`src/rtl/uart_pkg.sv`:
```
// Shared definitions for the UART blocks: parity encodings, receiver FSM states
// and a constant-width helper used to size counters and pointers.
package uart_pkg;

    localparam int PAR_NONE = 0;
    localparam int PAR_ODD  = 1;
    localparam int PAR_EVEN = 2;

    typedef enum logic [2:0] {
        RX_IDLE,
        RX_START,
        RX_DATA,
        RX_PAR,
        RX_STOP
    } rx_state_t;

    function automatic int uart_clog2(input int value);
        int r;
        int v;
        r = 0;
        v = value - 1;
        while (v > 0) begin
            r = r + 1;
            v = v >> 1;
        end
        return r;
    endfunction

endpackage

```
`src/rtl/uart_fifo.sv`:
```
// Show-ahead FIFO: rdata presents the head entry whenever the FIFO is non-empty,
// and reads as zero when empty. Push while full is accepted only alongside a pop.
module uart_fifo
    import uart_pkg::*;
#(
    parameter int WIDTH = 8,
    parameter int DEPTH = 16,
    localparam int AW = uart_clog2(DEPTH),
    localparam int CW = uart_clog2(DEPTH + 1)
) (
    input  logic             clk,
    input  logic             rst_n,
    input  logic             push,
    input  logic             pop,
    input  logic [WIDTH-1:0] wdata,
    output logic [WIDTH-1:0] rdata,
    output logic             full,
    output logic             empty,
    output logic [CW-1:0]    count
);

    logic [WIDTH-1:0] mem [DEPTH];
    logic [AW-1:0]    wr_ptr;
    logic [AW-1:0]    rd_ptr;
    logic             pop_ok;
    logic             push_ok;

    assign empty   = (count == '0);
    assign full    = (count == CW'(DEPTH));
    assign pop_ok  = pop && !empty;
    assign push_ok = push && (!full || pop_ok);

    // DEPTH is a power of two, so pointers wrap naturally at AW bits
    always_ff @(posedge clk or negedge rst_n) begin
        if (!rst_n) begin
            wr_ptr <= '0;
            rd_ptr <= '0;
            count  <= '0;
        end else begin
            if (push_ok) wr_ptr <= wr_ptr + 1'b1;
            if (pop_ok)  rd_ptr <= rd_ptr + 1'b1;
            case ({push_ok, pop_ok})
                2'b10:   count <= count + 1'b1;
                2'b01:   count <= count - 1'b1;
                default: count <= count;
            endcase
        end
    end

    always_ff @(posedge clk) begin
        if (push_ok) mem[wr_ptr] <= wdata;
    end

    assign rdata = empty ? '0 : mem[rd_ptr];

endmodule

```
`src/rtl/uart_rx_fifo.sv`:
```
// UART receiver (configurable width, parity, stop bits) with start-bit glitch
// rejection, sticky error flags and a show-ahead receive FIFO.
module uart_rx_fifo
    import uart_pkg::*;
#(
    parameter int CLKS_PER_BIT = 868,
    parameter int DATA_BITS    = 8,
    parameter int PARITY       = 0,
    parameter int STOP_BITS    = 1,
    parameter int FIFO_DEPTH   = 16
) (
    input  logic                                CLK,
    input  logic                                RST_X,
    input  logic                                RXD,
    input  logic                                RD_EN,
    output logic [7:0]                          RD_DATA,
    output logic                                RD_VALID,
    output logic [uart_clog2(FIFO_DEPTH+1)-1:0] FIFO_COUNT,
    output logic                                FRAME_ERR,
    output logic                                PARITY_ERR,
    output logic                                OVERRUN,
    input  logic                                CLR_ERR
);

    localparam int CNT_W = uart_clog2(CLKS_PER_BIT);
    localparam logic [CNT_W-1:0] HALF_CNT = CNT_W'(CLKS_PER_BIT / 2);
    localparam logic [CNT_W-1:0] LAST_CNT = CNT_W'(CLKS_PER_BIT - 1);
    localparam logic [3:0] LAST_DATA = 4'(DATA_BITS - 1);
    localparam logic [3:0] LAST_STOP = 4'(STOP_BITS - 1);
    localparam logic       PAR_IS_ODD = (PARITY == PAR_ODD);

    logic                 rxd_p0;
    logic                 rxd_p1;
    logic                 rxs;
    rx_state_t            state_q, state_d;
    logic [CNT_W-1:0]     cnt_q, cnt_d;
    logic [3:0]           bit_q, bit_d;
    logic [DATA_BITS-1:0] shreg_q, shreg_d;
    logic                 par_bad_q, par_bad_d;
    logic                 stop_bad_q, stop_bad_d;
    logic                 done_q, done_d;
    logic                 frame_set;
    logic                 tick;
    logic                 push_req;
    logic                 pop_req;
    logic                 fifo_full;
    logic                 fifo_empty;
    logic [DATA_BITS-1:0] fifo_rdata;

    // Two-flop synchroniser, idles high so reset never looks like a start edge
    always_ff @(posedge CLK or negedge RST_X) begin
        if (!RST_X) begin
            rxd_p0 <= 1'b1;
            rxd_p1 <= 1'b1;
        end else begin
            rxd_p0 <= RXD;
            rxd_p1 <= rxd_p0;
        end
    end

    assign rxs  = rxd_p1;
    assign tick = (cnt_q == LAST_CNT);

    always_comb begin
        state_d    = state_q;
        cnt_d      = cnt_q;
        bit_d      = bit_q;
        shreg_d    = shreg_q;
        par_bad_d  = par_bad_q;
        stop_bad_d = stop_bad_q;
        done_d     = 1'b0;
        frame_set  = 1'b0;
        case (state_q)
            RX_IDLE: begin
                if (!rxs) begin
                    state_d = RX_START;
                    cnt_d   = '0;
                end
            end
            RX_START: begin
                if (cnt_q == HALF_CNT) begin
                    cnt_d = '0;
                    bit_d = '0;
                    if (!rxs) begin
                        state_d    = RX_DATA;
                        par_bad_d  = 1'b0;
                        stop_bad_d = 1'b0;
                    end else begin
                        state_d = RX_IDLE;
                    end
                end else begin
                    cnt_d = cnt_q + 1'b1;
                end
            end
            RX_DATA: begin
                if (tick) begin
                    cnt_d   = '0;
                    shreg_d = {rxs, shreg_q[DATA_BITS-1:1]};
                    if (bit_q == LAST_DATA) begin
                        bit_d   = '0;
                        state_d = (PARITY != PAR_NONE) ? RX_PAR : RX_STOP;
                    end else begin
                        bit_d = bit_q + 4'd1;
                    end
                end else begin
                    cnt_d = cnt_q + 1'b1;
                end
            end
            RX_PAR: begin
                if (tick) begin
                    cnt_d   = '0;
                    state_d = RX_STOP;
                    if ((^shreg_q ^ rxs) != PAR_IS_ODD) par_bad_d = 1'b1;
                end else begin
                    cnt_d = cnt_q + 1'b1;
                end
            end
            RX_STOP: begin
                if (tick) begin
                    cnt_d = '0;
                    if (!rxs) begin
                        stop_bad_d = 1'b1;
                        frame_set  = 1'b1;
                    end
                    // Leave mid-bit so the next start edge is caught with margin
                    if (bit_q == LAST_STOP) begin
                        bit_d   = '0;
                        state_d = RX_IDLE;
                        done_d  = 1'b1;
                    end else begin
                        bit_d = bit_q + 4'd1;
                    end
                end else begin
                    cnt_d = cnt_q + 1'b1;
                end
            end
            default: state_d = RX_IDLE;
        endcase
    end

    always_ff @(posedge CLK or negedge RST_X) begin
        if (!RST_X) begin
            state_q    <= RX_IDLE;
            cnt_q      <= '0;
            bit_q      <= '0;
            par_bad_q  <= 1'b0;
            stop_bad_q <= 1'b0;
            done_q     <= 1'b0;
        end else begin
            state_q    <= state_d;
            cnt_q      <= cnt_d;
            bit_q      <= bit_d;
            par_bad_q  <= par_bad_d;
            stop_bad_q <= stop_bad_d;
            done_q     <= done_d;
        end
    end

    always_ff @(posedge CLK) begin
        shreg_q <= shreg_d;
    end

    // Frame completion: one cycle after the last stop sample
    assign push_req = done_q && !par_bad_q && !stop_bad_q;
    assign pop_req  = RD_EN && !fifo_empty;

    always_ff @(posedge CLK or negedge RST_X) begin
        if (!RST_X) begin
            FRAME_ERR  <= 1'b0;
            PARITY_ERR <= 1'b0;
            OVERRUN    <= 1'b0;
        end else begin
            if (frame_set)              FRAME_ERR  <= 1'b1;
            else if (CLR_ERR)           FRAME_ERR  <= 1'b0;
            if (done_q && par_bad_q)    PARITY_ERR <= 1'b1;
            else if (CLR_ERR)           PARITY_ERR <= 1'b0;
            if (push_req && fifo_full && !pop_req) OVERRUN <= 1'b1;
            else if (CLR_ERR)           OVERRUN    <= 1'b0;
        end
    end

    uart_fifo #(
        .WIDTH (DATA_BITS),
        .DEPTH (FIFO_DEPTH)
    ) u_fifo (
        .clk   (CLK),
        .rst_n (RST_X),
        .push  (push_req),
        .pop   (RD_EN),
        .wdata (shreg_q),
        .rdata (fifo_rdata),
        .full  (fifo_full),
        .empty (fifo_empty),
        .count (FIFO_COUNT)
    );

    assign RD_DATA  = 8'(fifo_rdata);
    assign RD_VALID = !fifo_empty;

endmodule

```
`config.mk`:
```
export PLATFORM = sky130hd
export DESIGN_NAME = uart_rx_fifo
export DESIGN_NICKNAME = d
export VERILOG_FILES = /design/src/rtl/uart_pkg.sv /design/src/rtl/uart_fifo.sv /design/src/rtl/uart_rx_fifo.sv
export SDC_FILE = /design/constraint.sdc
export NUM_CORES = 1
export LEC_CHECK = 0
export ABC_CLOCK_PERIOD_IN_PS = 7200
export BUFFER_PORTS_ARGS = -buffer_cell sky130_fd_sc_hd__buf_2
export CORE_UTILIZATION = 40
export DETAILED_ROUTE_END_ITERATION = 8
export SLEW_MARGIN = 20
export SYNTH_ARGS = -nofsm -noshare
export SYNTH_HDL_FRONTEND = slang
export SYNTH_SLANG_ARGS = --single-unit
```
`constraint.sdc`:
```
create_clock -name CLK -period 7.2 [get_ports CLK]
set_input_delay 0.36 -clock CLK [delete_from_list [all_inputs] [get_ports CLK]]
set_output_delay 0.36 -clock CLK [all_outputs]
set_load 0.02 [all_outputs]
```
==> impl_metrics.tcl, run 1 <==
set metrics [dict create \
    status "finished, final reports clean" \
    cts_root_buffer "clkbuf_16" \
    track_usage 0.163 \
    fin_setup_tns_ns 0 \
    final_area_um2 8340 \
    wl_met1_um 6200 \
    rsz0062_at_grt "no" \
    first_pass_iters 6 \
    clk-insertion-delay-late_ns 0.41 \
    placed_area_um2 7790 \
    cp.required_ns 6.84 \
    combPwrFrac 0.235 \
    ys_ff_latch 174 \
    tightestPinTransition_ns 1.01 \
    n_antenna_cell 0 \
    cp-end-kind "output port" \
    finClkSkew_ns 0.0111 \
    holdWs_ns 0.0392 \
    setup_viol 0 \
    highest_layer "met4" \
    grt_max_degree 39 \
    start_util 0.409 \
    cts_max_level 4 \
    finalCritPeriodShare 0.443 \
    path_max_fanout 31 \
    multiInputGateArea_um2 2260 \
    gp_congestion 0.779 \
    path_clk_slew_ns 0.06 \
    layout_common_cells "edfxtp_1, mux4_2, dfrtp_1" \
    post_cts_buffers 0 \
    cts_buffers 17 \
    min_period_ns 3.19 \
    syn-cell-area_um2 7380 \
    max_freq_ghz 0.314 \
    clkSinkCount 174 \
    die_area_um2 19000 \
    post_synth.cell_area_avg_um2 17.0 \
    synthDistinctLibCells 55 \
    ys_warn_count 0 \
    cts_buffer_depth 2 \
    start_kind "register" \
    drive_above_1_share 0.254 \
    drtAntennaViolNets 0 \
    p_leak_nw 2.87 \
    ys_dominant_reg_cell "edfxtp_1" \
    cts_tree "done" \
    grt_overflow 0 \
    regArea_um2 5040 \
    dp_hpwl_um 8740 \
    pwr-share-seq 0.444 \
    vias 3838 \
    die_w_um 138 \
    p_int_mw 1.90 \
    wl_met3_um 554 \
    place_ws_ns 4.21 \
    layout_commonest_cell "edfxtp_1" \
    worst-setup-path-type "register to output port" \
    drv_cap 0 \
    viasPerCell 5.47 \
    grt_pass1_vias 3759 \
    final.setup.worst_slack_ns 4.01 \
    clockPowerShare 0.321 \
    wire_per_inst_um 20.4 \
    p_per_area_nw_per_um2 316 \
    area_delta_synth_final_pct 13.0 \
    wl_um 14300 \
    worst_ir_drop_vdd_uv 194 \
    wl_met2_um 7290 \
    cp.arrival_ns 2.83 \
    yosysSeqAreaShare 0.683 \
    nets 475 \
    synth_edf_count 136 \
    finalHoldViolCount 0 \
    slew_violations 0 \
    dieHeight_um 138 \
    switching_share 0.281 \
    antenna_found_initial 0 \
    async_reset_ff_frac 0.218 \
    worstHoldPathType "input port to register" \
    fill_cells 1548 \
    p_total_mw 2.64 \
    coreArea_um2 18000 \
    pin_count 22 \
    portBuffers 21 \
    drtIter0Drc 264 \
    cts_repair_resize_count 0 \
    rows 49 \
    cts-hold-fix-buffers 0 \
    syn-num-nets 449 \
    slew_headroom 0.329 \
    drc_errors 0 \
    power_switching_mw 0.742 \
    synthCells 434 \
    grt_pass1_wl_um 21800 \
]
-- power by group through the flow --
stage                     clock network [mW]  registers (mW)  logic (mW)
final                                  0.846            1.17       0.621
after global routing                   0.903            1.18       0.675
after global placement                     0            1.19       0.634
after floorplan                            0            1.16       0.499
after detailed placement                   0            1.20       0.637
after CTS                              0.866            1.17       0.638
-- worst paths after layout --
path / start / end / slack (ns) / cells past startpoint
max: u_fifo.rd_ptr[0] / RD_DATA[2] / 4.01 / 5
min: RXD / rxd_p0 / 0.04 / 1
max in group asynchronous: RST_X / u_fifo.rd_ptr[0] / 6.56 / 1
min in group asynchronous: RST_X / u_fifo.count[3] / 0.05 / 1
min reg2reg: rxd_p0 / rxd_p1 / 0.36 / 0
max reg2reg: par_bad_q / u_fifo.mem[5][3] / 4.20 / 4
-- critical path, stage by stage (launching register included) --
cell and delay (ns):
dfrtp_2 0.43, buf_4 0.55, mux4_2 0.60, mux4_2 0.48
nor2b_1 0.17, buf_2 0.17
-- stage by stage --
| step | utilization | cells |
|---|---|---|
| 2_1_floorplan | - | 434 |
| 3_3_place_gp | 0.432 | 670 |
| 3_5_place_dp | 0.432 | 670 |
| 4_1_cts | 0.462 | 702 |
| 5_1_grt | 0.462 | 702 |
| 6_report | 0.462 | 702 |
-- metal layers --
metal	track usage	vias to the layer above
met5	0	-
met4	0.0586	0
met3	0.0361	20
met2	0.273	76
met1	0.208	1964
li1	-	1778
-- sequential cells by signal (all words and copies together) (netlist names), 3 cells and up --
signal	cells
bit_q	4
cnt_q	10
shreg_q	8
state_q	3
u_fifo.count	5
u_fifo.mem	128
u_fifo.rd_ptr	4
u_fifo.wr_ptr	4
-- Yosys cell counts, drive strengths merged (5+ instances only) --
library cell | instances | area [um2]
nand2 | 25 | 93.8
nor3 | 5 | 36.3
nor2b | 11 | 68.8
xnor2 | 13 | 114
o21ai | 13 | 65.1
mux4 | 40 | 901
a31oi | 9 | 56.3
ha | 10 | 125
nor3b | 8 | 60.1
clkbuf | 12 | 45.0
buf | 8 | 36.3
a21oi | 10 | 50.1
dfrtp | 36 | 901
nor2 | 10 | 37.5
inv | 13 | 48.8
nand3 | 7 | 35.0
edfxtp | 136 | 4080
-- layout make-up --
type,count,area share
Clock buffer,17,0.0510
Clock inverter,15,0.0147
Inverter,13,0.00585
Multi-Input combinational cell,227,0.272
Sequential cell,174,0.604
Tap cell,229,0.0344
Timing Repair Buffer,27,0.0180
-- logic make-up (layout without fill, tap and decap cells) --
| family | after synthesis | in the layout | synth area share |
|---|---|---|---|
| buf+inv | 33 | 72 | 0.0176 |
| mux | 43 | 43 | 0.127 |
| fa+ha+maj | 10 | 10 | 0.0170 |
| flops | 174 | 174 | 0.683 |
| simple gates | 101 | 101 | 0.0829 |
| compound gates | 55 | 55 | 0.0499 |
| xor+xnor | 18 | 18 | 0.0232 |
Power figures use the tool's default switching activity.
==> run 2: changes to the inputs <==
--- a/config.mk
+++ b/config.mk
@@ -5,7 +5,7 @@
 export SDC_FILE = /design/constraint.sdc
 export NUM_CORES = 1
 export LEC_CHECK = 0
-export ABC_CLOCK_PERIOD_IN_PS = 7200
+export ABC_CLOCK_PERIOD_IN_PS = 2700
 export BUFFER_PORTS_ARGS = -buffer_cell sky130_fd_sc_hd__buf_2
 export CORE_UTILIZATION = 40
 export DETAILED_ROUTE_END_ITERATION = 8
==> constraint.sdc (replaced) <==
create_clock -name CLK -period 2.7 [get_ports CLK]
set_input_delay 0.135 -clock CLK [delete_from_list [all_inputs] [get_ports CLK]]
set_output_delay 0.135 -clock CLK [all_outputs]
set_load 0.02 [all_outputs]
==> impl_metrics.tcl, run 2 (same netlist as run 1, synthesis figures left out) <==
set metrics [dict create \
    slew_headroom 0.331 \
    clk-insertion-delay-late_ns 0.43 \
    clkSinkCount 174 \
    max_flop_register "u_fifo.mem" \
    cp.arrival_ns 2.43 \
    crit_chain "buf_4 -> mux4_2 -> mux4_2 -> nor2b_1 -> buf_2" \
    pin_count 22 \
    timing.rr.end "u_fifo.mem[4][5]" \
    cts_buffers 17 \
    cpMaxStageDelayCell "mux4_2" \
    track_usage 0.167 \
    finalHoldViolCount 0 \
    layout_common_cells "edfxtp_1, mux4_2, dfrtp_1" \
    min_to "u_fifo.count[3]" \
    portBuffers 21 \
    antenna_found_initial 0 \
    drc_errors 0 \
    cts_buffer_depth 2 \
    r2r_setup_slack_ns 0.26 \
    cpMostUsedCell "mux4_2" \
    cp-end-kind "output port" \
    viasPerCell 5.45 \
    min_period_ns 2.57 \
    tightestPinTransition_ns 1.00 \
    hold_depth 4 \
    drtAntennaViolNets 0 \
    rsz0062_at_grt "no" \
    grt_pass1_vias 3937 \
    worstHoldStart "RD_EN" \
    n_antenna_cell 0 \
    vias 3899 \
    slowest_delay_ns 0.56 \
    ff2ff_path_depth 5 \
    cts_tree "done" \
    area_delta_synth_final_pct 15.1 \
    layout_commonest_cell "edfxtp_1" \
    grt_pass1_wl_um 22600 \
    cts_repair_resize_count 0 \
    dieHeight_um 138 \
    rows 49 \
    worst-setup-path-type "register to output port" \
    p_leak_nw 2.96 \
    p_per_area_nw_per_um2 867 \
    worstHoldPathType "input port to register" \
    placed_area_um2 7870 \
    drtIter0Drc 302 \
    nets 489 \
    final_area_um2 8490 \
    gp_congestion 0.799 \
    cts_max_level 4 \
    largest_registers "u_fifo.mem: 128 flops, cnt_q: 10 flops, shreg_q: 8 flops" \
    start_kind "register" \
    grt_max_degree 39 \
    startpoint "u_fifo.rd_ptr[0]" \
    p_total_mw 7.36 \
    slew_violations 0 \
    wl_um 14400 \
    worst_ir_drop_vdd_uv 489 \
    cts_root_buffer "clkbuf_16" \
    finalCritPeriodShare 0.950 \
    setup_viol 0 \
    die_w_um 138 \
    grt_overflow 0 \
    path_clk_slew_ns 0.06 \
    path_max_fanout 12 \
    cp.required_ns 2.57 \
    start_util 0.409 \
    largest_register_ffs 128 \
    first_pass_iters 4 \
    fin_setup_tns_ns 0 \
    r2r_start "par_bad_q" \
    drv_cap 0 \
    max_freq_ghz 0.390 \
    wire_per_inst_um 20.2 \
    finClkSkew_ns 0.0110 \
    status "finished, final reports clean" \
    drive_above_1_share 0.259 \
    coreArea_um2 18000 \
    die_area_um2 19000 \
    dp_hpwl_um 9420 \
]
run 2: cell count changes in the layout (fill, tap and decap cells not counted), moves of 2 or more:
cell           change
nor3b_1            +4
buf_4              +9
dlygate4sd3_1      +3
buf_12             +2
bufinv_16          +2
clkinv_4           -2
clkbuf_1           +2
inv_6              +2
clkinv_2           -2
nor3b_2            -4
run 2: repair_timing:
| action | 4_1_cts | 5_1_grt |
|---|---|---|
| setup buffers | 0 | 0 |
| hold endpoints to repair | 40 | 0 |
| setup endpoints to repair | 0 | 0 |
| hold buffers | 3 | 0 |
run 2: per-stage QoR:
step                       util  setup slack [ns]  std cells  hold WS [ns]
after floorplan               -             0.105        434        -0.161
after global placement    0.436             0.348        681         0.244
after detailed placement  0.436             0.273        681         0.241
after CTS                 0.471            0.0906        716        0.0986
after global routing      0.471            0.0459        716         0.154
final                     0.471             0.135        716         0.106
run 2: final cells by class:
cell class,count,area (um2)
multi-input combinational,227,2230
tap,229,287
inverter,13,48.8
clock inverter,13,161
sequential,174,5040
fill,1571,9530
timing repair buffer,41,288
clock buffer,19,433
run 2: how the worst max path moves through the flow:
stage	endpoint	slack, ns	depth (start not counted)
floorplan	u_fifo.mem[4][0]	0.10	5
detailed placement	cnt_q[9]	0.27	7
global route	RD_DATA[0]	0.05	5
CTS	RD_DATA[0]	0.09	5
finish	RD_DATA[0]	0.13	5
global placement	u_fifo.mem[4][5]	0.35	5
run 2: critical path: cells and delay by family, from the launching register on:
kind	cells	cell delay, ns
buf+inv	2	0.44
flops	1	0.39
mux	2	1.02
simple gates	1	0.15
run 2: metal layers:
layer / routed length [um] / global-route usage / up-vias
li1: - / - / 1799
met1: 6430 / 0.217 / 2023
met2: 7290 / 0.270 / 64
met3: 569 / 0.0416 / 13
met4: 142 / 0.0646 / 0
met5: 0 / 0 / -
run 2: report_power, final:
part / leakage, nW / internal [mW] / switching [mW] / total [mW]
registers: 1.71 / 2.93 / 0.173 / 3.10
clock network: 0.284 / 1.46 / 1.02 / 2.48
logic: 0.967 / 0.922 / 0.860 / 1.78
total: 2.96 / 5.31 / 2.05 / 7.36
==> run 3: changes to the inputs <==
--- a/config.mk
+++ b/config.mk
@@ -7,6 +7,7 @@
 export LEC_CHECK = 0
 export ABC_CLOCK_PERIOD_IN_PS = 2700
 export BUFFER_PORTS_ARGS = -buffer_cell sky130_fd_sc_hd__buf_2
+export CORE_MARGIN = 5
 export CORE_UTILIZATION = 40
 export DETAILED_ROUTE_END_ITERATION = 8
 export SLEW_MARGIN = 20
==> impl_metrics.tcl, run 3 (same netlist as run 1, synthesis figures left out) <==
set metrics [dict create \
    gp_congestion 0.840 \
    layout_common_cells "edfxtp_1, mux4_2, dfrtp_1" \
    cp.arrival_ns 2.49 \
    regArea_um2 5040 \
    p_leak_nw 2.97 \
    ff2ff_path_depth 8 \
    die_w_um 146 \
    timing.rr.end "u_fifo.count[4]" \
    setup_viol 0 \
    viasPerCell 5.41 \
    grt_pass1_vias 4051 \
    cts_max_level 4 \
    drive_above_1_share 0.254 \
    worst_ir_drop_vdd_uv 516 \
    nets 490 \
    final_area_um2 8500 \
    r2r_setup_slack_ns 0.26 \
    wl_um 13900 \
    portBuffers 21 \
    slowest_delay_ns 0.54 \
    coreArea_um2 18100 \
    crit_chain "buf_12 -> mux4_2 -> mux4_2 -> nor2b_1 -> buf_2" \
    finalCritPeriodShare 0.972 \
    n_antenna_cell 0 \
    startpoint "u_fifo.rd_ptr[0]" \
    multiInputGateArea_um2 2230 \
    slew_violations 0 \
    cp.required_ns 2.57 \
    die_area_um2 21300 \
    start_kind "register" \
    drtAntennaViolNets 0 \
    status "finished, final reports clean" \
    drc_errors 0 \
    placed_area_um2 7860 \
    max_flop_register "u_fifo.mem" \
    drtIter0Drc 302 \
    grt_pass1_wl_um 22700 \
    area_delta_synth_final_pct 15.3 \
    drv_cap 0 \
    cts_buffers 17 \
    clk-insertion-delay-late_ns 0.42 \
    clkSinkCount 174 \
    largest_registers "u_fifo.mem: 128 flops, cnt_q: 10 flops, shreg_q: 8 flops" \
    cpMaxStageDelayCell "mux4_2" \
    cp-end-kind "output port" \
    dieHeight_um 146 \
    pin_count 22 \
    worstHoldPathType "input port to register" \
    wire_per_inst_um 19.4 \
    grt_max_degree 39 \
    utilization 0.470 \
    largest_register_ffs 128 \
    rsz0062_at_grt "no" \
    path_clk_slew_ns 0.06 \
    start_util 0.408 \
    tightestPinTransition_ns 0.938 \
    r2r_start "u_fifo.count[1]" \
    track_usage 0.137 \
    finClkSkew_ns 0.00950 \
    max_freq_ghz 0.381 \
    vias 3879 \
    rows 49 \
    cts_buffer_depth 2 \
    min_period_ns 2.63 \
    cts_tree "done" \
    layout_commonest_cell "edfxtp_1" \
    dp_hpwl_um 9090 \
    critPathCapture "RD_DATA[7]" \
    cpMostUsedCell "mux4_2" \
    p_per_area_nw_per_um2 864 \
    worstHoldStart "RD_EN" \
    finalHoldViolCount 0 \
    fin_setup_tns_ns 0 \
    fill_cells 1519 \
    first_pass_iters 5 \
    cts_root_buffer "clkbuf_16" \
    path_max_fanout 16 \
    worst-setup-path-type "register to output port" \
    grt_overflow 0 \
    slew_headroom 0.374 \
    antenna_found_initial 0 \
]
-- run 3: changes by cell type in the layout (fill, tap and decap cells not counted), sizes merged --
cell / delta
buf: +1
clkinv: +1
inv: -2
clkbuf: +1
-- run 3: per-stage QoR --
| step | std cells | worst slack (ns) | total power [mW] | hold slack, ns |
|---|---|---|---|---|
| final | 717 | 0.0748 | 7.35 | 0.126 |
| after global routing | 717 | 0.00278 | 7.67 | 0.148 |
| after CTS | 717 | 0.0138 | 7.45 | 0.0999 |
| after detailed placement | 680 | 0.257 | 4.95 | 0.241 |
| after global placement | 680 | 0.364 | 4.93 | 0.242 |
| after floorplan | 434 | 0.105 | 4.42 | -0.161 |
-- run 3: area by class of cell --
| class | instances | area share |
|---|---|---|
| Clock buffer | 20 | 0.0514 |
| Clock inverter | 12 | 0.0168 |
| Inverter | 13 | 0.00574 |
| Multi-Input combinational cell | 227 | 0.263 |
| Sequential cell | 174 | 0.593 |
| Tap cell | 229 | 0.0337 |
| Timing Repair Buffer | 42 | 0.0371 |
-- run 3: how the worst min path moves through the flow --
stage | end | slack, ns | cells after the start
6_report | u_fifo.count[3] | 0.13 | 4
5_1_grt | u_fifo.count[3] | 0.15 | 4
4_1_cts | u_fifo.count[3] | 0.1 | 4
3_5_place_dp | rxd_p0 | 0.24 | 1
3_3_place_gp | rxd_p0 | 0.24 | 1
2_1_floorplan | FRAME_ERR | -0.16 | 0
-- run 3: timing repair --
action,CTS,global route
buffers inserted,1,0
hold endpoints to repair,40,0
gates resized for setup,0,1
cloned,1,0
hold buffers,3,0
endpoints found under the setup margin,2,3
-- run 3: worst max-delay path, delay by kind of cell (launching register included) --
kind,cells,cell delay [ns]
buffers and inverters,2,0.38
DFF,1,0.48
muxes,2,1.05
and+or+nand+nor,1,0.15
-- run 3: power by group --
group / total, mW / switching, mW / internal [mW] / leakage [nW]
clock: 2.42 / 0.970 / 1.45 / 0.275
combinational: 1.81 / 0.849 / 0.963 / 0.979
sequential: 3.12 / 0.190 / 2.93 / 1.71
total: 7.35 / 2.01 / 5.34 / 2.97
-- run 3: per-layer routing --
| metal | share of wire | up-vias | track usage |
|---|---|---|---|
| li1 | - | 1802 | - |
| met1 | 0.44 | 2015 | 0.176 |
| met2 | 0.52 | 52 | 0.234 |
| met3 | 0.025 | 10 | 0.0311 |
| met4 | 0.010 | 0 | 0.0427 |
| met5 | 0 | - | 0 |
